File: src/rtl/axis_fifo_rr_arb.sv
// axis_fifo_rr_arb: round-robin burst scheduler that drains NCH AXI-stream
// channels onto one registered output stream, tagging each beat with its
// source channel id.
// Optional feature macro: AXIS_ARB_FILL_PRIO_EN -- when defined, channels whose
// s_used >= HIGH_WM are preferred at grant time; otherwise s_used is ignored.
module axis_fifo_rr_arb #(
  parameter int unsigned NCH       = 4,
  parameter int unsigned CH_BITS   = 2,
  parameter int unsigned WIDTH     = 32,
  parameter int unsigned USED_BITS = 6,
  parameter int unsigned BURST     = 16,
  parameter int unsigned HIGH_WM   = 48
) (
  input  logic                     clk,
  input  logic                     rst_n,
  input  logic [NCH*WIDTH-1:0]     s_tdata,
  input  logic [NCH-1:0]           s_tvalid,
  output logic [NCH-1:0]           s_tready,
  input  logic [NCH*USED_BITS-1:0] s_used,
  output logic [WIDTH-1:0]         m_tdata,
  output logic                     m_tvalid,
  input  logic                     m_tready,
  output logic [CH_BITS-1:0]       m_tid,
  output logic                     m_tlast,
  output logic                     busy
);

  localparam int unsigned          CNT_W    = $clog2(BURST) + 1;
  localparam logic [CNT_W-1:0]     CNT_LAST = CNT_W'(BURST - 1);
  localparam logic [CH_BITS-1:0]   PTR_RST  = CH_BITS'(NCH - 1);

  typedef enum logic {S_IDLE, S_BURST} state_e;

  state_e             state_q, state_d;
  logic [CH_BITS-1:0] grant_q, grant_d;
  logic [CH_BITS-1:0] ptr_q, ptr_d;
  logic [CNT_W-1:0]   cnt_q, cnt_d;

  logic [WIDTH-1:0]   m_tdata_q, m_tdata_d;
  logic               m_tvalid_q, m_tvalid_d;
  logic [CH_BITS-1:0] m_tid_q, m_tid_d;
  logic               m_tlast_q, m_tlast_d;

  logic               load;
  logic               beat;
  logic               sel_valid;
  logic [WIDTH-1:0]   sel_data;
  logic [NCH-1:0]     cand;
  logic [CH_BITS-1:0] pick;
  logic               pick_ok;

  assign load = ~m_tvalid_q | m_tready;

`ifdef AXIS_ARB_FILL_PRIO_EN
  logic [NCH-1:0] urgent;

  // Candidate set: urgent (nearly full) channels if any, otherwise all valid ones.
  always_comb begin
    urgent = '0;
    for (int unsigned i = 0; i < NCH; i++) begin
      urgent[i] = s_tvalid[i] && (32'(s_used[i*USED_BITS +: USED_BITS]) >= HIGH_WM);
    end
    cand = (|urgent) ? urgent : s_tvalid;
  end
`else
  logic unused_used;
  assign unused_used = ^{s_used, HIGH_WM[0]};
  assign cand        = s_tvalid;
`endif

  // Round-robin pick: first candidate searching ptr+1, ptr+2, ... modulo NCH.
  always_comb begin
    pick    = ptr_q;
    pick_ok = 1'b0;
    for (int unsigned k = 1; k <= NCH; k++) begin
      for (int unsigned j = 0; j < NCH; j++) begin
        if (!pick_ok && cand[j] && (j == ((32'(ptr_q) + k) % NCH))) begin
          pick    = CH_BITS'(j);
          pick_ok = 1'b1;
        end
      end
    end
  end

  // Mux the granted channel's valid and data.
  always_comb begin
    sel_valid = 1'b0;
    sel_data  = '0;
    for (int unsigned j = 0; j < NCH; j++) begin
      if (grant_q == CH_BITS'(j)) begin
        sel_valid = s_tvalid[j];
        sel_data  = s_tdata[j*WIDTH +: WIDTH];
      end
    end
  end

  // FSM state register plus grant bookkeeping.
  always_ff @(posedge clk or negedge rst_n) begin
    if (!rst_n) begin
      state_q <= S_IDLE;
      grant_q <= '0;
      ptr_q   <= PTR_RST;
      cnt_q   <= '0;
    end else begin
      state_q <= state_d;
      grant_q <= grant_d;
      ptr_q   <= ptr_d;
      cnt_q   <= cnt_d;
    end
  end

  // Next-state: grant on any valid in idle; leave burst on last beat or starvation.
  always_comb begin
    state_d = state_q;
    grant_d = grant_q;
    ptr_d   = ptr_q;
    cnt_d   = cnt_q;
    case (state_q)
      S_IDLE: begin
        if (pick_ok) begin
          grant_d = pick;
          ptr_d   = pick;
          cnt_d   = '0;
          state_d = S_BURST;
        end
      end
      S_BURST: begin
        // A downstream stall (load low) freezes everything; only a free output
        // slot can end the grant, either on the final beat or on a missing beat.
        if (load) begin
          if (sel_valid) begin
            cnt_d = cnt_q + 1'b1;
            if (cnt_q == CNT_LAST) state_d = S_IDLE;
          end else begin
            state_d = S_IDLE;
          end
        end
      end
      default: state_d = S_IDLE;
    endcase
  end

  // FSM outputs: ready only to the granted channel while the output slot is free.
  always_comb begin
    s_tready = '0;
    for (int unsigned j = 0; j < NCH; j++) begin
      if ((state_q == S_BURST) && (grant_q == CH_BITS'(j))) s_tready[j] = load;
    end
    busy = (state_q == S_BURST);
    beat = (state_q == S_BURST) && load && sel_valid;
  end

  // Output register next value: load a beat, or empty the slot when nothing arrives.
  always_comb begin
    m_tdata_d  = m_tdata_q;
    m_tvalid_d = m_tvalid_q;
    m_tid_d    = m_tid_q;
    m_tlast_d  = m_tlast_q;
    if (load) begin
      m_tvalid_d = beat;
      if (beat) begin
        m_tdata_d = sel_data;
        m_tid_d   = grant_q;
        m_tlast_d = (cnt_q == CNT_LAST);
      end
    end
  end

  // Output register; reset drops any in-flight beat.
  always_ff @(posedge clk or negedge rst_n) begin
    if (!rst_n) begin
      m_tdata_q  <= '0;
      m_tvalid_q <= 1'b0;
      m_tid_q    <= '0;
      m_tlast_q  <= 1'b0;
    end else begin
      m_tdata_q  <= m_tdata_d;
      m_tvalid_q <= m_tvalid_d;
      m_tid_q    <= m_tid_d;
      m_tlast_q  <= m_tlast_d;
    end
  end

  assign m_tdata  = m_tdata_q;
  assign m_tvalid = m_tvalid_q;
  assign m_tid    = m_tid_q;
  assign m_tlast  = m_tlast_q;

endmodule
File: config.mk
export PLATFORM = sky130hd
export DESIGN_NAME = axis_fifo_rr_arb
export DESIGN_NICKNAME = d
export VERILOG_FILES = /design/src/rtl/axis_fifo_rr_arb.sv
export SDC_FILE = /design/constraint.sdc
export NUM_CORES = 1
export LEC_CHECK = 0
export CAP_MARGIN = 10
export CORE_ASPECT_RATIO = 1.75
export CORE_MARGIN = 4
export CORE_UTILIZATION = 35
export DETAILED_ROUTE_END_ITERATION = 8
export PLACE_DENSITY = 0.77
export SETUP_SLACK_MARGIN = 0.15
export SLEW_MARGIN = 20
export SYNTH_ARGS = -nofsm -noshare
export SYNTH_HDL_FRONTEND = slang
export SYNTH_SLANG_ARGS = --single-unit
File: constraint.sdc
create_clock -name clk -period 2 [get_ports clk]
set_clock_uncertainty 0.05 [all_clocks]
set_input_delay 0.4 -clock clk [delete_from_list [all_inputs] [get_ports clk]]
set_output_delay 0.4 -clock clk [all_outputs]
set_load 0.05 [all_outputs]
==> flow_summary_export.csv, run 1 <==
group,metric,value,unit
outcome,status,"completed",
timing,min_period,1.85,ns
critical_path,max_stage_delay,0.56,ns
route,drc_errors,0,
timing,slew_viol_final,0,
grt,grt_pass1_wl,13300,um
critical_path,critical_path_class,"reg2reg",
critical_path,cp_data_required_time,2.12,ns
grt,grt_max_degree,27,
logic_synthesis,synth_area,2820,um2
critical_path,cp_top_family,"multiplexers",
logic_synthesis,yosys_warnings,0,
timing,setup_viol,0,
die,initial_utilization,0.356,
layout,nNetsFinal,533,
job,cap_viol_max_count,0,
critical_path,crit_arrival,1.97,ns
logic_synthesis,seq_area_frac_synth,0.410,
logic_synthesis,synth.distinct_cells,35,
worst_hold_path,hold_path_class,"in2async",
layout,drive_above_1_share,0.354,
logic_synthesis,synth_top_cell_area_share,0.391,
placement,dp_slack,-0.224,ns
power,power.density,1610,nW/um2
cts,clkTransAtPathRegs,0.06,ns
timing,setup_ws,0.146,ns
logic_synthesis,yosys_most_used_dff,"dfrtp_1",
timing,rsz0062_at_grt,"true",
grt,grt_usage,0.185,
logic_synthesis,synth-edff-count,0,
cts,cts_buffer_depth,2,
critical_path,worstPathCellList,"mux4_2 -> nand3_4 -> buf_12 -> mux2_2",
layout,syn_to_final_growth,79.4,%
cts,numCtsBuffers,5,
route,detail-route-antenna-nets,0,
critical_path,r2r_setup_slack,0.15,ns
timing,worst_pin_slew,0.519,ns
grt,antenna_found_initial,0,
logic_synthesis,synth_top_area_cell,"dfrtp_1",
power,ir_drop,1120,uV
route,drt_iter0_markers,67,
power,leakage,2.20,nW
die,io_pins,200,
critical_path,r2r_start,"grant_q[0]",
logic_synthesis,synth_area_leaders,"dfrtp_1, mux4_2, mux2_4",
die,row_count,43,
die,die_h,127,um
cts,root_buffer,"clkbuf_16",
critical_path,slowest_stage,"mux4_2",
cts,h-tree-depth,2,
route,wl,8780,um
route,routedWlPerCell,19.0,um
route,drtPass1Iterations,4,
timing,slew_headroom,0.654,
die,core,7910,um2
cts,cts.sinks,46,
route,avgViaCountPerCell,5.19,
logic_synthesis,synth_seq_cells,46,
grt,grt_pass1_vias,2737,
timing,max_freq,539,MHz
logic_synthesis,yosysMostFrequentCell,"dfrtp_1",
critical_path,rr_endpoint,"m_tdata[6]",
layout,diodes,0,
die,fp.dieW,75.8,um
grt,overflow,0,
die,dieArea,9600,um2
placement,dp_hpwl,7040,um
logic_synthesis,syn_nets,340,
placement,io_buffers,175,
critical_path,ff2ff_path_depth,4,
logic_synthesis,synth_area_per_cell,15.7,um2
cts,insertion_delay,0.28,ns
critical_path,path_buf_inv,1,
cts,cts_tree,"built",
placement,gp_congestion,0.809,
power,power.total,8.15,mW
critical_path,critPathMaxFanout,23,
critical_path,start_kind,"flip-flop",
logic_synthesis,synthCells,179,
critical_path,cp-end-kind,"flip-flop",
route,vias,2402,
logic_synthesis,ys_async_sr_fraction,1.00,
timing,hold_viol,0,
logic_synthesis,synth_common_cells,"dfrtp_1, mux4_2, mux2_4",
timing,fin_crit_sh,0.927,
==> worst max path at each step <==
stage	startpoint	endpoint	slack (ns)	cells past startpoint
2_1_floorplan	grant_q[0]	m_tdata[10]	0.17	5
5_1_grt	grant_q[0]	m_tdata[4]	0.07	4
3_3_place_gp	s_tvalid[3]	m_tdata[1]	-0.20	5
6_report	grant_q[0]	m_tdata[6]	0.15	4
4_1_cts	grant_q[0]	m_tdata[6]	0.13	4
3_5_place_dp	s_tvalid[1]	m_tdata[3]	-0.22	5
==> placed cells by master, fill, tap and decap left out, types with 3 or more instances in the layout <==
master and n:
nand3_1 3, mux4_2 33, buf_12 8, buf_4 29, buf_6 3, dlygate4sd2_1 27, mux2_2 6, nand2_1 3
inv_1 9, dfrtp_2 4, dfrtp_1 40, mux2_4 27, nor2_1 3, o21ai_0 3, clkbuf_16 5, clkdlybuf4s50_1 128
==> timing repair <==
action                     CTS  global route
hold buffers                 0             0
setup buffers                3             2
gates cloned                 2             0
pin swaps                    2             1
resized for setup           37             3
setup endpoints to repair   59            34
==> worst register-to-register path, stage by stage (launching register included) <==
cell and delay, ns:
dfrtp_2 0.42, mux4_2 0.56, nand3_4 0.16, buf_12 0.20
mux2_2 0.35
==> where the power goes <==
part	internal [mW]	switching, mW
Clock	0.591	0.333
Sequential	1.41	0.302
Combinational	2.63	2.88
Total	4.64	3.51
==> metal layers <==
layer / vias up / part of all wire / GRT usage
met2: 118 / 0.54 / 0.339
li1: 1088 / - / -
met3: 20 / 0.10 / 0.0523
met4: 0 / 0.029 / 0.0680
met1: 1176 / 0.33 / 0.188
met5: - / 0 / 0
==> state kept, by name (all words and copies together) (netlist names) <==
register,cells
busy,1
cnt_q,5
grant_q,2
m_tdata,32
m_tid,2
m_tlast,1
m_tvalid,1
ptr_q,2
==> cell families after synthesis <==
| family | Yosys count | synth area share |
|---|---|---|
| mux | 67 | 0.436 |
| flops | 46 | 0.410 |
| buf+inv | 23 | 0.0538 |
| compound gates | 20 | 0.0511 |
| simple gates | 20 | 0.0378 |
| fa+ha+maj | 2 | 0.00889 |
| xor+xnor | 1 | 0.00311 |
==> metrics by stage <==
step           cells  area [um2]   util  setup TNS, ns  hold WS (ns)
3_3_place_gp     448        4770  0.603          -5.97         0.347
5_1_grt          463        5050  0.639              0        0.0675
2_1_floorplan    179        2860      -              0        0.0544
3_5_place_dp     448        4770  0.603          -6.98         0.360
6_report         463        5050  0.639              0        0.0352
4_1_cts          461        5030  0.636              0        0.0460
==> area by class of cell <==
| class | instances | area (um2) |
|---|---|---|
| clock buffers | 7 | 133 |
| clock inverters | 1 | 30.0 |
| fillers | 647 | 2860 |
| inverters | 10 | 41.3 |
| multi-input cells | 110 | 1570 |
| flip-flops and latches | 46 | 1160 |
| well taps | 90 | 113 |
| repair buffers | 199 | 2000 |
Note: power is estimated with default switching activity, not from simulation.
==> inputs of run 2 (changes only) <==
--- a/config.mk
+++ b/config.mk
@@ -5,7 +5,7 @@
 export SDC_FILE = /design/constraint.sdc
 export NUM_CORES = 1
 export LEC_CHECK = 0
-export CAP_MARGIN = 10
+export CAP_MARGIN = 20
 export CORE_ASPECT_RATIO = 1.75
 export CORE_MARGIN = 4
 export CORE_UTILIZATION = 35
==> results of run 2 <==
No change in the layout: final DEF, timing and power equal those of run 1.
